--- src/rtl/pipe_reg.sv ---
// pipe_reg: DEPTH-stage valid/ready register pipeline with bubble collapsing.
//
// Entries enter at stage 0 and move one stage towards the output on every
// edge where the next stage can take them, so gaps in the pipeline close up
// even while the consumer is stalled. Output signals come straight from the
// last stage's registers, so there is no combinational path from in_* to
// out_*. in_ready does depend combinationally on out_ready.
//
// Ports:
//   clk        rising-edge clock
//   reset      synchronous, active-low reset
//   flush      drop every held entry at the next edge; blocks input
//   in_valid   producer offers in_data
//   in_ready   pipeline accepts in_data this cycle
//   in_data    entry payload, WIDTH bits
//   out_valid  out_data holds a valid entry (oldest held)
//   out_ready  consumer takes out_data this cycle
//   out_data   oldest held entry
//   count      number of valid entries held, 0..DEPTH
module pipe_reg #(
    parameter int unsigned WIDTH = 16,
    parameter int unsigned DEPTH = 2
) (
    input  logic                       clk,
    input  logic                       reset,
    input  logic                       flush,
    input  logic                       in_valid,
    output logic                       in_ready,
    input  logic [WIDTH-1:0]           in_data,
    output logic                       out_valid,
    input  logic                       out_ready,
    output logic [WIDTH-1:0]           out_data,
    output logic [$clog2(DEPTH+1)-1:0] count
);

    localparam int unsigned CntW = $clog2(DEPTH + 1);

    logic [DEPTH-1:0] valid_q, valid_d;
    logic [WIDTH-1:0] data_q [DEPTH];
    logic [WIDTH-1:0] data_d [DEPTH];
    logic [CntW-1:0]  count_q, count_d;

    // can_load[i]: stage i may take a new entry on this edge
    logic [DEPTH-1:0] can_load;
    logic             in_xfer;
    logic             out_xfer;

    // A stage can load if it, or any stage downstream of it, is empty, or if
    // the consumer drains the last stage. Walking from the output side keeps
    // this a simple OR chain without a self-referencing vector.
    always_comb begin : can_load_chain
        logic room;
        room = out_ready;
        for (int i = int'(DEPTH) - 1; i >= 0; i--) begin
            room        = room | ~valid_q[i];
            can_load[i] = room;
        end
    end

    assign in_ready = reset & ~flush & can_load[0];
    assign in_xfer  = in_valid & in_ready;
    assign out_xfer = valid_q[DEPTH-1] & out_ready;

    // Each loading stage takes whatever its upstream neighbour holds (or the
    // input for stage 0). An empty upstream makes the stage empty; its data
    // register is left untouched so idle stages keep stale payloads.
    always_comb begin : next_state
        valid_d = valid_q;
        data_d  = data_q;
        if (flush) begin
            valid_d = '0;
        end else begin
            for (int i = 0; i < int'(DEPTH); i++) begin
                if (can_load[i]) begin
                    if (i == 0) begin
                        valid_d[0] = in_xfer;
                        if (in_xfer) begin
                            data_d[0] = in_data;
                        end
                    end else begin
                        valid_d[i] = valid_q[i-1];
                        if (valid_q[i-1]) begin
                            data_d[i] = data_q[i-1];
                        end
                    end
                end
            end
        end
    end

    always_comb begin : count_next
        count_d = count_q;
        if (flush) begin
            count_d = '0;
        end else begin
            count_d = count_q + CntW'(in_xfer) - CntW'(out_xfer);
        end
    end

    always_ff @(posedge clk) begin
        if (!reset) begin
            valid_q <= '0;
            count_q <= '0;
            for (int i = 0; i < int'(DEPTH); i++) begin
                data_q[i] <= '0;
            end
        end else begin
            valid_q <= valid_d;
            count_q <= count_d;
            data_q  <= data_d;
        end
    end

    assign out_valid = valid_q[DEPTH-1];
    assign out_data  = data_q[DEPTH-1];
    assign count     = count_q;

endmodule

--- config.mk ---
export PLATFORM = sky130hd
export DESIGN_NAME = pipe_reg
export DESIGN_NICKNAME = d
export VERILOG_FILES = /design/src/rtl/pipe_reg.sv
export SDC_FILE = /design/constraint.sdc
export NUM_CORES = 1
export LEC_CHECK = 0
export CORE_ASPECT_RATIO = 0.6
export CORE_MARGIN = 2
export CORE_UTILIZATION = 50
export CTS_CLUSTER_DIAMETER = 200
export DETAILED_ROUTE_END_ITERATION = 10
export GPL_TIMING_DRIVEN = 0
export HOLD_SLACK_MARGIN = 0.06
export PLACE_DENSITY = 0.81
export SLEW_MARGIN = 25
export SYNTH_ARGS = -nofsm -noshare
export SYNTH_HDL_FRONTEND = slang
export SYNTH_SLANG_ARGS = --single-unit
--- constraint.sdc ---
create_clock -name clk -period 5.9 [get_ports clk]
set_input_delay 1.77 -clock clk [delete_from_list [all_inputs] [get_ports clk]]
set_output_delay 1.77 -clock clk [all_outputs]
set_load 0.02 [all_outputs]
==> metrics.yaml, run 1 <==
status:
  status: "finished, final reports clean"
worst_hold_path:
  min_path_type: "register to register"
  hold_depth: 2
  hp-start: "data_q[28]"
  hold_end: "data_q[28]"
worst_setup_path:
  ff2ff_setup_slack_ns: 3.85
  cpPeakStageDelay_ns: 0.62
  r2r_start: "valid_q[0]"
  critPathArrivalTime_ns: 3.47
  crit_path_end_kind: "output port"
  critPathLaunchType: "primary input"
  cp.buffers_inverters: 4
  slowest_stage: "clkdlybuf4s50_1"
  critical_path.max_fanout: 10
  worstReg2RegEnd: "count[1]"
  path_cells: "clkdlybuf4s50_1 -> nor2b_1 -> clkbuf_1 -> buf_6 -> a21oi_1 -> clkdlybuf4s50_1"
  reg2reg_depth: 11
  cp_common_cell: "clkdlybuf4s50_1"
  path_class: "primary input to output port"
  required_ns: 4.13
  critPathTopFamily: "buffers and inverters"
placement:
  port_buffers: 40
  place_hpwl_um: 2799
  postPlaceCellArea_um2: 2071
  place.gp.congestion: 0.8459
  placed_cells: 268
  dpl_worst_slack_ns: 0.6571
synth:
  yosys.area.top_type: "dfxtp_1"
  synth-compound-area-share: 0.2003
  synth.area.top_cells: "dfxtp_1 (45%), nand3_1 (9.9%), buf_4 (7.9%)"
  syn-cell-area_um2: 1618
  yosys.area_share.adder: 0.01547
  synth_simple_gate_area_frac: 0.1864
  synth_edf_count: 0
  synth_ff_type: "dfxtp_1"
  ys_warn_count: 0
  synth_xor_area_frac: 0.01083
  synth_top_family_by_area: "compound AO/OA/AOI/OAI gates"
  syn_inst: 186
  synth_mux_area_frac: 0
  synth_top_area_frac: 0.4455
  synth-seq-cells: 36
  synth.distinct_cells: 24
  syn_area_per_cell_um2: 8.698
  async_flop_share: 0
  ys_seq_area_frac: 0.4455
  synth.net_count: 209
route:
  wirelength_um: 3681
  vias: 1392
  ant_nets: 0
  firstDrtPassIters: 4
  vias_per_cell: 5.043
  wl_per_cell_um: 13.34
  drc: 0
  dr.first_iter.drc_count: 94
floorplanning:
  num_rows: 15
  die_w_um: 77.44
  core_region_area_um2: 2965
  die_area_um2: 3722
  io-pin-count: 41
  die_y_um: 48.06
  start_util: 0.5456
global_route:
  grt_max_degree: 12
  first_global_vias: 1286
  grt_overflow: 0
  grt_usage: 0.2207
  grt_pass1_wl_um: 5975
  grt_antenna_before_repair: 0
finish:
  fin_cells: 276
  multiInputGateArea_um2: 668.1
  most-common-layout-cells: "clkdlybuf4s50_1 (40), dfxtp_1 (36), nand3_1 (32), o21ai_0 (23), buf_4 (17)"
  antenna_cells: 0
  final_area_um2: 2197
  regArea_um2: 720.7
  syn2layout_area_growth_pct: 35.81
  final_nets: 256
  drive_above_1_share: 0.1838
  nFillCells: 244
  layout_commonest_cell: "clkdlybuf4s50_1"
cts:
  holdBufCountCts: 0
  cts_setup_buffers: 0
  cts-root-buf: "clkbuf_8"
  h-tree-depth: 2
  clk_pin_slew_ns: 0.07
  cts_sinks: 36
  cts.repair.resized: 0
  clock_latency_ns: 0.29
  numCtsBuffers: 5
  cts_tree: "done"
  clk_path_buf_depth: 2
timing:
  relSlewSlack: 0.6791
  skew_ns: 0.006694
  final-hold-violation-count: 0
  setup_tns_ns: 0
  layout_setup_ws_ns: 0.6618
  finalCritPeriodShare: 0.8878
  worstMarginPinSlew_ns: 0.4813
  rsz0062_at_grt: "no"
  fmax_mhz: 190.9
  final_max_slew_viol_count: 0
  setup_viol: 0
  period_minus_slack_ns: 5.238
  finalHoldWorstSlack_ns: 0.4665
power:
  p_per_area_nw_per_um2: 245.5
  leakagePower_nw: 0.8406
  vdd_ir_drop_max_uv: 162.2
job:
  maxCapViolCount: 0
sequential cells by signal (all words and copies together), names as in the netlist:
register  flops
data_q       16
valid_q       2
out_data     16
count         2
how the worst max path moves through the flow:
stage                          from       end  cells past startpoint
after global routing      out_ready  in_ready                      6
after detailed placement  out_ready  in_ready                      6
after floorplan           out_ready  in_ready                      4
final                     out_ready  in_ready                      6
after CTS                 out_ready  in_ready                      6
after global placement    out_ready  in_ready                      6
Yosys cell counts (3+ instances only):
library cell,instances
a21boi_0,15
buf_4,17
buf_6,4
clkbuf_1,7
dfxtp_1,36
inv_1,4
nand2_1,16
nand2b_1,3
nand3_1,32
nor2_1,4
o21ai_0,23
o21ai_2,9
cell type report:
cell class,instances,share of cell area
flip-flops and latches,36,0.3280
multi-input cells,115,0.3041
repair buffers,40,0.1822
plain buffers,31,0.09738
clock buffers,7,0.04385
well taps,42,0.02392
clock inverters,1,0.01367
inverters,4,0.006834
per-layer routing:
layer	global-route usage	up-vias	share of wire
li1	-	710	-
met1	0.2846	627	0.47
met2	0.3617	48	0.44
met3	0.05094	7	0.065
met4	0.1179	0	0.021
met5	0	-	0
worst register-to-register path: cells and delay by family (launching register included):
family | cells | cell delay [ns]
buf+inv | 4 | 0.40
xor+xnor | 2 | 0.33
fa+ha+maj | 2 | 0.36
flops | 1 | 0.41
simple gates | 3 | 0.45
cells by family after synthesis:
| family | Yosys count |
|---|---|
| AOI/OAI and AO/OA | 50 |
| xor gates and xnor gates | 2 |
| adders and majority gates | 2 |
| buffers and inverters | 35 |
| DFF | 36 |
| and+or+nand+nor | 61 |
report_power, final:
| part | total [W] | switching [W] | internal (W) |
|---|---|---|---|
| sequential | 0.000255 | 0.00000475 | 0.000250 |
| clock | 0.000239 | 0.0000904 | 0.000149 |
| combinational | 0.0000448 | 0.0000197 | 0.0000252 |
metrics by stage:
stage                     total power, W  utilization
after floorplan                0.0002818            -
after global placement         0.0003030       0.6983
after detailed placement       0.0003051       0.6983
after CTS                      0.0005407       0.7409
after global routing           0.0005538       0.7409
final                          0.0005394       0.7409
Power figures use the tool's default switching activity.
==> run 2: changes to the inputs <==
--- a/config.mk
+++ b/config.mk
@@ -13,6 +13,7 @@
 export GPL_TIMING_DRIVEN = 0
 export HOLD_SLACK_MARGIN = 0.06
 export PLACE_DENSITY = 0.81
+export SETUP_SLACK_MARGIN = 0.02
 export SLEW_MARGIN = 25
 export SYNTH_ARGS = -nofsm -noshare
 export SYNTH_HDL_FRONTEND = slang
==> results of run 2 <==
The final DEF is identical to that of run 1; final timing and power are the same.
==> run 3: changes to the inputs <==
--- a/config.mk
+++ b/config.mk
@@ -10,11 +10,10 @@
 export CORE_UTILIZATION = 50
 export CTS_CLUSTER_DIAMETER = 200
 export DETAILED_ROUTE_END_ITERATION = 10
+export DONT_BUFFER_PORTS = 1
 export GPL_TIMING_DRIVEN = 0
 export HOLD_SLACK_MARGIN = 0.06
-export PLACE_DENSITY = 0.81
 export SETUP_SLACK_MARGIN = 0.02
-export SLEW_MARGIN = 25
 export SYNTH_ARGS = -nofsm -noshare
 export SYNTH_HDL_FRONTEND = slang
 export SYNTH_SLANG_ARGS = --single-unit
==> metrics.yaml, run 3 (synthesized netlist as in run 1, its figures left out) <==
status:
  status: "finished, final reports clean"  # unchanged
timing:
  finalCritPeriodShare: 0.7322  # was 0.8878
  worstMarginPinSlew_ns: 0.4657  # was 0.4813 ns
  relSlewSlack: 0.6895  # was 0.6791
  rsz0062_at_grt: "no"  # unchanged
  setup_tns_ns: 0  # unchanged
  skew_ns: 0.003715  # was 0.006694 ns
  fmax_mhz: 231.5  # was 190.9 MHz
  period_minus_slack_ns: 4.320  # was 5.238 ns
  finalHoldWorstSlack_ns: 0.4612  # was 0.4665 ns
  final_max_slew_viol_count: 0  # unchanged
  final-hold-violation-count: 0  # unchanged
  setup_viol: 0  # unchanged
global_route:
  grt_usage: 0.1907  # was 0.2207
  grt_overflow: 0  # unchanged
  grt_antenna_before_repair: 0  # unchanged
  grt_max_degree: 11  # was 12
  grt_pass1_wl_um: 5099  # was 5975 um
  first_global_vias: 1001  # was 1286
route:
  vias: 1206  # was 1392
  wirelength_um: 3323  # was 3681 um
  dr.first_iter.drc_count: 54  # was 94
  wl_per_cell_um: 14.08  # was 13.34 um
  wl_met3_um: 205  # was 240 um
  firstDrtPassIters: 4  # unchanged
  vias_per_cell: 5.110  # was 5.043
  top_layer: "met4"  # unchanged
  ant_nets: 0  # unchanged
  drt-met1-wl_um: 1854  # was 1737 um
  drc: 0  # unchanged
  dr_wl_met2_um: 1244  # was 1625 um
placement:
  port_buffers: 0  # was 40
  placed_cells: 228  # was 268
  place.gp.congestion: 0.7857  # was 0.8459
  place_hpwl_um: 2490  # was 2799 um
power:
  p_per_area_nw_per_um2: 261.0  # was 245.5 nW/um^2
  leakagePower_nw: 0.6752  # was 0.8406 nW
  p_clk_frac: 0.385  # was 0.444
  vdd_ir_drop_max_uv: 142.6  # was 162.2 uV
  p_seq_frac: 0.556  # was 0.473
  p_sw_frac: 0.2231  # was 0.2129
  internal-power_w: 0.0003570  # was 0.0004246 W
  p_switching_w: 0.0001025  # was 0.0001148 W
  combPwrFrac: 0.058  # was 0.083
worst_setup_path:
  slowest_stage: "a21oi_1"  # was clkdlybuf4s50_1
  critPathArrivalTime_ns: 2.55  # was 3.47 ns
  path_cells: "nor2b_1 -> clkbuf_1 -> buf_6 -> a21oi_1"  # was clkdlybuf4s50_1 -> nor2b_1 -> clkbuf_1 -> buf_6 -> a21oi_1 -> clkdlybuf4s50_1
  critPathTopFamily: "compound AO/OA/AOI/OAI gates"  # was buffers and inverters
  path_class: "primary input to output port"  # unchanged
  required_ns: 4.13  # about the same
  critPathLaunchType: "primary input"  # unchanged
  critical_path.max_fanout: 10  # unchanged
  crit_path_end_kind: "output port"  # unchanged
  cp.buffers_inverters: 2  # was 4
  cpPeakStageDelay_ns: 0.39  # was 0.62 ns
floorplanning:
  num_rows: 15  # unchanged
  core_region_area_um2: 2965  # unchanged
  die_y_um: 48.06  # unchanged
  io-pin-count: 41  # unchanged
  die_area_um2: 3722  # unchanged
  die_w_um: 77.44  # unchanged
  start_util: 0.5456  # unchanged
finish:
  antenna_cells: 0  # unchanged
  nFillCells: 286  # was 244
  fin_cells: 236  # was 276
  syn2layout_area_growth_pct: 8.817  # was 35.81%
  drive_above_1_share: 0.2113  # was 0.1838
  most-common-layout-cells: "dfxtp_1 (36), nand3_1 (32), o21ai_0 (23), buf_4 (17), nand2_1 (16)"  # was clkdlybuf4s50_1 (40), dfxtp_1 (36), nand3_1 (32), o21ai_0 (23), buf_4 (17)
  final_nets: 216  # was 256
  layout_commonest_cell: "dfxtp_1"  # was clkdlybuf4s50_1
cts:
  numCtsBuffers: 5  # unchanged
  h-tree-depth: 2  # unchanged
  holdBufCountCts: 0  # unchanged
  cts.repair.resized: 0  # unchanged
  clock_latency_ns: 0.28  # was 0.29 ns
  clk_pin_slew_ns: 0.07  # about the same
  cts_setup_buffers: 0  # unchanged
  clk_path_buf_depth: 2  # unchanged
  cts_sinks: 36  # unchanged
  cts-root-buf: "clkbuf_8"  # unchanged
  cts_tree: "done"  # unchanged
job:
  maxCapViolCount: 0  # unchanged
worst_hold_path:
  min_path_type: "register to register"  # unchanged
-- run 3: cell count changes in the layout (fill, tap and decap cells not counted) --
cell,delta
clkdlybuf4s50_1,-40
clkbuf_1,+2
bufinv_16,-1
clkbuf_8,-1
-- run 3: final timing paths --
path,startpoint,to,slack [ns],depth (start not counted)
setup / recovery,out_ready,in_ready,1.58,4
hold / removal,data_q[25],data_q[25],0.46,2
setup reg to reg,valid_q[1],count[1],3.69,11
hold reg to reg,data_q[25],data_q[25],0.46,2
-- run 3: layout make-up --
class	instances	area, um^2	share of cell area
flip-flops and latches	36	720.7	0.4094
multi-input cells	115	668.1	0.3795
plain buffers	31	214.0	0.1215
clock buffers	8	90.09	0.05117
well taps	42	52.55	0.02985
inverters	4	15.01	0.008529
-- run 3: per-layer routing --
layer,vias up,track usage
li1,628,-
met1,542,0.2941
met3,2,0.05849
met2,34,0.2435
met5,-,0
met4,0,0.06429
-- run 3: metrics by stage --
stage	util	worst slack (ns)	total power, W	cell area, um^2
5_1_grt	0.5937	1.517	0.0004771	1760
6_report	0.5937	1.580	0.0004595	1760
3_3_place_gp	0.5633	1.583	0.0002869	1670
3_5_place_dp	0.5633	1.570	0.0002877	1670
4_1_cts	0.5937	1.567	0.0004637	1760
2_1_floorplan	-	1.668	0.0002818	1618
-- run 3: power by group through the flow --
stage / registers, W / logic [W] / clock network, W
floorplan: 0.000259 / 0.0000226 / 0
global placement: 0.000261 / 0.0000261 / 0
detailed placement: 0.000261 / 0.0000266 / 0
CTS: 0.000256 / 0.0000269 / 0.000181
global route: 0.000256 / 0.0000301 / 0.000191
finish: 0.000256 / 0.0000267 / 0.000177
-- run 3: worst min-delay path, cell delays in order, from the launching register on --
cell     delay [ns]
dfxtp_1        0.31
nand2_1        0.07
o21ai_2        0.04
